<file path="config.mk">
export PLATFORM = sky130hd
export DESIGN_NAME = mem_arbiter
export DESIGN_NICKNAME = d
export VERILOG_FILES = /design/src/rtl/mem_arbiter.sv
export SDC_FILE = /design/constraint.sdc
export NUM_CORES = 1
export LEC_CHECK = 0
export BUFFER_PORTS_ARGS = -buffer_cell sky130_fd_sc_hd__buf_4
export CORE_MARGIN = 10
export CORE_UTILIZATION = 41
export CTS_CLUSTER_DIAMETER = 60
export DETAILED_ROUTE_END_ITERATION = 16
export GPL_ROUTABILITY_DRIVEN = 1
export PLACE_DENSITY_LB_ADDON = 0.2
export SETUP_SLACK_MARGIN = 0.02
export SLEW_MARGIN = 20
export SYNTH_ARGS = -nofsm -noshare
export SYNTH_HDL_FRONTEND = slang
export SYNTH_SLANG_ARGS = --single-unit
</file>
<file path="constraint.sdc">
create_clock -name clk_i -period 1.4 [get_ports clk_i]
set_input_delay 0.14 -clock clk_i [delete_from_list [all_inputs] [get_ports clk_i]]
set_output_delay 0.14 -clock clk_i [all_outputs]
set_load 0.03 [all_outputs]
</file>
<file path="src/rtl/mem_arbiter.sv">
// Two-port round-robin arbiter sharing one memory between the CPU and a DMA/loader port.
// One transaction at a time, registered memory-side outputs, acknowledge with timeout.
module mem_arbiter #(
  parameter int unsigned DW      = 32,
  parameter int unsigned AW      = 32,
  parameter int unsigned TIMEOUT = 15
) (
  input  logic          clk_i,
  input  logic          reset_i,
  input  logic          cpu_req_i,
  input  logic [1:0]    cpu_we_i,
  input  logic [AW-1:0] cpu_addr_i,
  input  logic [DW-1:0] cpu_wdata_i,
  output logic [DW-1:0] cpu_rdata_o,
  output logic          cpu_ack_o,
  output logic          cpu_err_o,
  input  logic          dma_req_i,
  input  logic [1:0]    dma_we_i,
  input  logic [AW-1:0] dma_addr_i,
  input  logic [DW-1:0] dma_wdata_i,
  output logic [DW-1:0] dma_rdata_o,
  output logic          dma_ack_o,
  output logic          dma_err_o,
  output logic          mem_req_o,
  output logic [1:0]    mem_we_o,
  output logic [AW-1:0] mem_addr_o,
  output logic [DW-1:0] mem_wdata_o,
  input  logic [DW-1:0] mem_rdata_i,
  input  logic          mem_ack_i,
  output logic          busy_o,
  output logic          owner_o
);

  localparam int unsigned CntW = (TIMEOUT < 1) ? 1 : $clog2(TIMEOUT + 1);
  localparam logic [CntW-1:0] CntMax = CntW'(TIMEOUT);

  typedef enum logic [1:0] {StIdle = 2'b00, StAccess = 2'b01, StDone = 2'b10} state_e;

  state_e          state_q, state_d;
  logic            owner_q, owner_d;
  logic            last_q, last_d;
  logic            err_q, err_d;
  logic [CntW-1:0] cnt_q, cnt_d;
  logic [1:0]      mem_we_q, mem_we_d;
  logic [AW-1:0]   mem_addr_q, mem_addr_d;
  logic [DW-1:0]   mem_wdata_q, mem_wdata_d;
  logic [DW-1:0]   cpu_rdata_q, cpu_rdata_d;
  logic [DW-1:0]   dma_rdata_q, dma_rdata_d;
  logic            grant_dma;

  always_comb begin
    state_d     = state_q;
    owner_d     = owner_q;
    last_d      = last_q;
    err_d       = err_q;
    cnt_d       = cnt_q;
    mem_we_d    = mem_we_q;
    mem_addr_d  = mem_addr_q;
    mem_wdata_d = mem_wdata_q;
    cpu_rdata_d = cpu_rdata_q;
    dma_rdata_d = dma_rdata_q;
    grant_dma   = 1'b0;

    case (state_q)
      StIdle: begin
        if (cpu_req_i || dma_req_i) begin
          // On conflict the port that was not served last wins.
          grant_dma   = dma_req_i && (!cpu_req_i || !last_q);
          owner_d     = grant_dma;
          mem_we_d    = grant_dma ? dma_we_i    : cpu_we_i;
          mem_addr_d  = grant_dma ? dma_addr_i  : cpu_addr_i;
          mem_wdata_d = grant_dma ? dma_wdata_i : cpu_wdata_i;
          cnt_d       = '0;
          state_d     = StAccess;
        end
      end
      StAccess: begin
        if (mem_ack_i) begin
          if (owner_q) dma_rdata_d = mem_rdata_i;
          else         cpu_rdata_d = mem_rdata_i;
          err_d   = 1'b0;
          state_d = StDone;
        end else if (cnt_q == CntMax) begin
          if (owner_q) dma_rdata_d = '0;
          else         cpu_rdata_d = '0;
          err_d   = 1'b1;
          state_d = StDone;
        end else begin
          cnt_d = cnt_q + CntW'(1);
        end
      end
      StDone: begin
        last_d  = owner_q;
        state_d = StIdle;
      end
      default: state_d = StIdle;
    endcase
  end

  always_ff @(posedge clk_i) begin
    if (reset_i) begin
      state_q     <= StIdle;
      owner_q     <= 1'b0;
      last_q      <= 1'b1;
      err_q       <= 1'b0;
      cnt_q       <= '0;
      mem_we_q    <= '0;
      mem_addr_q  <= '0;
      mem_wdata_q <= '0;
      cpu_rdata_q <= '0;
      dma_rdata_q <= '0;
    end else begin
      state_q     <= state_d;
      owner_q     <= owner_d;
      last_q      <= last_d;
      err_q       <= err_d;
      cnt_q       <= cnt_d;
      mem_we_q    <= mem_we_d;
      mem_addr_q  <= mem_addr_d;
      mem_wdata_q <= mem_wdata_d;
      cpu_rdata_q <= cpu_rdata_d;
      dma_rdata_q <= dma_rdata_d;
    end
  end

  // Outputs decode flops only, so no input reaches an output combinationally.
  assign mem_req_o   = (state_q == StAccess);
  assign busy_o      = (state_q != StIdle);
  assign owner_o     = owner_q;
  assign mem_we_o    = mem_we_q;
  assign mem_addr_o  = mem_addr_q;
  assign mem_wdata_o = mem_wdata_q;
  assign cpu_rdata_o = cpu_rdata_q;
  assign dma_rdata_o = dma_rdata_q;
  assign cpu_ack_o   = (state_q == StDone) && !owner_q;
  assign dma_ack_o   = (state_q == StDone) && owner_q;
  assign cpu_err_o   = cpu_ack_o && err_q;
  assign dma_err_o   = dma_ack_o && err_q;

endmodule

</file>
# Word level (Yosys, flattened, before mapping)
# Cells that the tools add are included.
classes:
  add_sub_neg: 1
  n_mux: 21
  n_eq_ne: 7
  n_bitwise: 1
  reduce_logical: 20
ops:
  columns: ["op", "count"]
  rows:
  - ["$mux W32", 10]
  - ["$mux W4", 3]
  - ["$mux W2", 4]
  - ["$pmux W4 S2", 1]
  - ["$ne A2 B2 Y1 const B", 3]
  - ["$reduce_and A2 Y1", 3]
  - ["$reduce_and A3 Y1", 2]
  - ["$reduce_bool A2 Y1", 3]
  - ["$logic_and A1 B1 Y1", 5]
  - ["$add A4 B1 Y4 const B", 1]
  - ["$eq A4 B4 Y1 const B", 1]
  - ["$pmux W2 S2", 1]
  - ["$reduce_and A4 Y1", 1]
  - ["$logic_not A1 Y1", 3]
  - ["$ne A3 B1 Y1 const B", 1]
  - ["$eq A2 B1 Y1 const B", 1]
  - ["$eq A2 B2 Y1 const B", 1]
  - ["$logic_not A2 Y1", 1]
  - ["$logic_or A1 B1 Y1", 2]
  - ["$mux W1", 2]
  - ["$not A1 Y1", 1]
totals:
  out_inout_bits: 137
  inputBits: 169
  regBits: 139
  wordCells: 60

# Longest topological paths before layout
logic_depth:
  word_depth: 4
  ltp_mapped: 6

# Worst setup path before layout
# No wires, ideal clock.
synth_path:
  path_kind: "reg-to-output"
  startpoint: "register owner_q, in the netlist owner_o"
  endpoint: "output dma_err_o"
  arrival_ns: 1.532
  t_required_ns: 1.260
  path_slack_ns: -0.272
  path_stages_with_launch: 4
  path_buffers: 0
  cell_sequence: "dfxtp_1 inv_1 nor2_1 and2_1"
synth_via:
  elab_chain_len: 2
synth_rtl:
  columns: ["item", "line", "source"]
  rows:
  - ["from (decl)", "40", "logic owner_q, owner_d;"]
  - ["from (signal assigned)", "114", "owner_q <= owner_d;"]
  - ["$logic_and A1 B1 Y1", "136", "assign dma_ack_o = (state_q == StDone) && owner_q;"]
  - ["net dma_ack_o", "22", "output logic dma_ack_o,"]
  - ["$logic_and A1 B1 Y1", "138", "assign dma_err_o = dma_ack_o && err_q;"]
  - ["to (decl)", "23", "output logic dma_err_o,"]
# The timed path passes the listed nets, and every way through them passes these cells.

# Worst setup path after layout
layout_path:
  startpoint: "register state_q[1]"
  endpoint: "output dma_err_o"
layout_via:
  elab_chain_len: 3
layout_rtl:
  columns: ["item", "line", "source"]
  rows:
  - ["from (decl)", "39", "state_e state_q, state_d;"]
  - ["from (signal assigned)", "102", "state_q <= StIdle;"]
  - ["from (signal assigned)", "113", "state_q <= state_d;"]
  - ["$eq A2 B2 Y1", "136", null]
  - ["$logic_and A1 B1 Y1", "136", null]
  - ["$logic_and A1 B1 Y1", "138", null]
# Every way passes these cells.

==> out/qor.csv <==
stage;metric;value;unit
sta;setup TNS;-1930;ps
synth;Avg Cell Area, Syn;10.2;µm²
die;Die Y;143;µm
critical_path;worst-path fanout max;3;
die;std cell rows;44;
clock_tree;Clock Sinks;139;
critical_path;CP Data Arrival Time;1340;ps
sta;Fin. Hold Viols;0;
synth;#FFs+latches synth;139;
clock_tree;clk slew on worst S/H paths;60;ps
placement;post-DP HPWL;16500;µm
clock_tree;clock latency on the worst-skew pair;410;ps
pwr;Max IR drop VDD;0.892;mV
detailed_routing;Initial DRC Count;277;
die;die area;20300;µm²
global_routing;pin count of the biggest net entering global routing;69;
sta;Clock Skew;4.81;ps
detailed_routing;Total Routed Length;24100;µm
detailed_routing;DRT Pass-1 Iters;5;
sta;crit share post-route;106;%
placement;Placer Congestion;0.815;
cells_and_area;Util after Layout;71.4;%
outcome;failing checks;negative setup slack;
clock_tree;Clock Tree Buf Depth;2;
placement;PortBufs;305;
cells_and_area;Final nets;1102;
global_routing;vias in the first global route;6101;
sta;Max Freq;676;MHz
pwr;Lkg Pwr;4.81;nW
cells_and_area;most frequent cells in the layout;323 x buf_4, 134 x dfxtp_1, 124 x mux2i_1;
synth;Yosys warning count;0;
sta;worst slew pin tran;568;ps
cells_and_area;Non-Filler Instances;1129;
detailed_routing;total number of vias;6069;
clock_tree;clock buffer count from CTS;17;
critical_path;Worst EP required;1260;ps
global_routing;All-Layer GR Usage;20.0;%
die;Starting Density;42.0;%
sta;final setup fails;73;
detailed_routing;Routed Antenna Nets;0;
die;core area;14600;µm²
clock_tree;CTS tree;yes;
cells_and_area;commonest non-fill, non-tap cell in the layout;buf_4;
flow_run;maxcap violations;0;
sta;worst setup margin;-79.2;ps
synth;syn_nets;772;
detailed_routing;vias per inst;5.38;
sta;RSZ-0062 raised after global routing;yes;
clock_tree;Clock Tree Root;clkbuf_16;
global_routing;initial antenna violation count;0;
detailed_routing;drt drc;0;
cells_and_area;Syn-to-layout area delta;69.9;%
placement;Post-Place Cells;1067;
synth;mapped cell area;6150;µm²
synth;sequential fraction of the synthesis area;45.2;%
clock_tree;H-tree Lvls;4;
worst_hold_path;worst hold path type;in -> reg;
cells_and_area;fraction of layout cells with a size suffix above 1;52.4;%
outcome;outcome;finished with violations;
critical_path;worst setup path class;reg -> out;
sta;Slew Viols, Final;0;
critical_path;CP Capture Type;output port;
die;Die X;143;µm
die;# IOs;306;
critical_path;CP Launch Type;register;
synth;unique cell type count in the Yosys netlist;33;
pwr;Pwr Total;12.1;mW
sta;fin crit period;1480;ps
sta;relative slew slack;62.1;%
global_routing;first-pass GRT wire length;32500;µm
global_routing;total grt overflow;0;
pwr;pwr dens;1150;nW/µm²
synth;Post-Syn Instances;602;
cells_and_area;diode count;0;
detailed_routing;Wirelength per Cell;21.3;µm
[per-stage QoR]
stage	hold WS [ps]	setup slack [ps]	cell area (µm²)
after floorplan	327	-36.5	6200
after global placement	379	28.8	8830
after detailed placement	390	-46.8	8830
after CTS	21.8	-96.1	9590
after global routing	36.3	-124	10500
final	34.7	-79.2	10500
[synth_stat cells]
library cell    n  area (µm²)
nand3_1         5        25.0
o21ai_0         1        5.00
nand3b_1       34         255
ha_1            1        12.5
buf_6           4        45.0
or2_1           1        6.26
nor2_1          6        22.5
inv_1           1        3.75
nor2_4          1        11.3
nand2b_1       64         400
a31oi_1         2        12.5
clkbuf_1       35         131
buf_4           8        60.1
a211o_1         1        8.76
nor2b_2         1        8.76
nand2b_2        1        8.76
nand2_1         1        3.75
nor3b_1         1        7.51
a22oi_1         1        7.51
dfxtp_1       139        2780
a211oi_1       67         503
or3_1           2        12.5
or3b_4          1        11.3
nand3_2         2        20.0
and3_1          1        6.26
mux2i_1       130        1300
buf_2          12        60.1
inv_2           1        3.75
o221ai_1        4        35.0
a21boi_2        1        11.3
a31o_2          1        8.76
and2_1          2        12.5
a21oi_1        70         350
[registers in the layout, indices dropped and copies added, names as in the netlist]
signal and flops:
last_q 1, mem_wdata_o 32, mem_addr_o 32, cpu_rdata_o 32, cnt_q 4, dma_rdata_o 32
owner_o 1, state_q 2, mem_we_o 2, err_q 1
[critical path, stage by stage (launching register included)]
cell and delay (ps):
dfxtp_4 370, buf_6 100, nand2b_4 70, nor2_4 100, and2_4 150, buf_8 120
[metal layers]
layer / vias up / wire [µm] / share of wire (%) / track usage, %
met3: 46 / 2090 / 8.7 / 8.68
met1: 2904 / 9130 / 38 / 22.2
met5: - / 0 / 0 / 0
met4: 0 / 607 / 2.5 / 8.36
met2: 265 / 12200 / 51 / 32.8
li1: 2854 / - / - / -
[final timing paths]
check | to | cells after the start | slack (ps) | start
worst max register to register | mem_we_o[1]$_SDFFE_PP0P_ | 8 | -60 | state_q[1]$_SDFFE_PP0P_
worst min-delay path | dma_rdata_o[25]$_SDFFE_PP0P_ | 3 | 30 | mem_rdata_i[25]
worst max-delay path | dma_err_o | 5 | -80 | state_q[1]$_SDFFE_PP0P_
worst min register to register | dma_rdata_o[5]$_SDFFE_PP0P_ | 2 | 480 | dma_rdata_o[5]$_SDFFE_PP0P_
[logic make-up (layout without fill, tap and decap cells)]
group                    Yosys count  in the layout  share of synthesized area (%)
flip-flops                       139            139                           45.2
AND/OR/NAND/NOR                  123            123                           13.2
multiplexers                     130            130                           21.1
adder cells (fa/ha/maj)            1              1                          0.203
buffers and inverters             61            404                           4.94
AO/OA/AOI/OAI                    148            148                           15.3
[report_power, final]
part	internal (mW)	leakage [nW]	total, mW	switching, mW
Sequential	4.22	1.14	4.39	0.166
Combinational	1.47	3.37	3.14	1.67
Clock	2.93	0.298	4.54	1.61
Total	8.62	4.81	12.1	3.45
[what timing repair did]
action	4_1_cts	5_1_grt
endpoints found under the hold margin	1	0
hold buffers	1	0
setup endpoints to repair	48	140
pin swaps	9	24
gates cloned	0	15
setup buffers	7	7
gates resized for setup	24	99
[area by class of cell]
| type | count | area, µm² |
|---|---|---|
| clock buffers | 24 | 482 |
| clock inverters | 8 | 115 |
| fillers | 1072 | 4190 |
| inverters | 2 | 10.0 |
| multi-input cells | 402 | 3550 |
| flip-flops and latches | 139 | 2790 |
| well taps | 184 | 230 |
| repair buffers | 370 | 3280 |
Note: power is estimated with default switching activity, not from simulation.
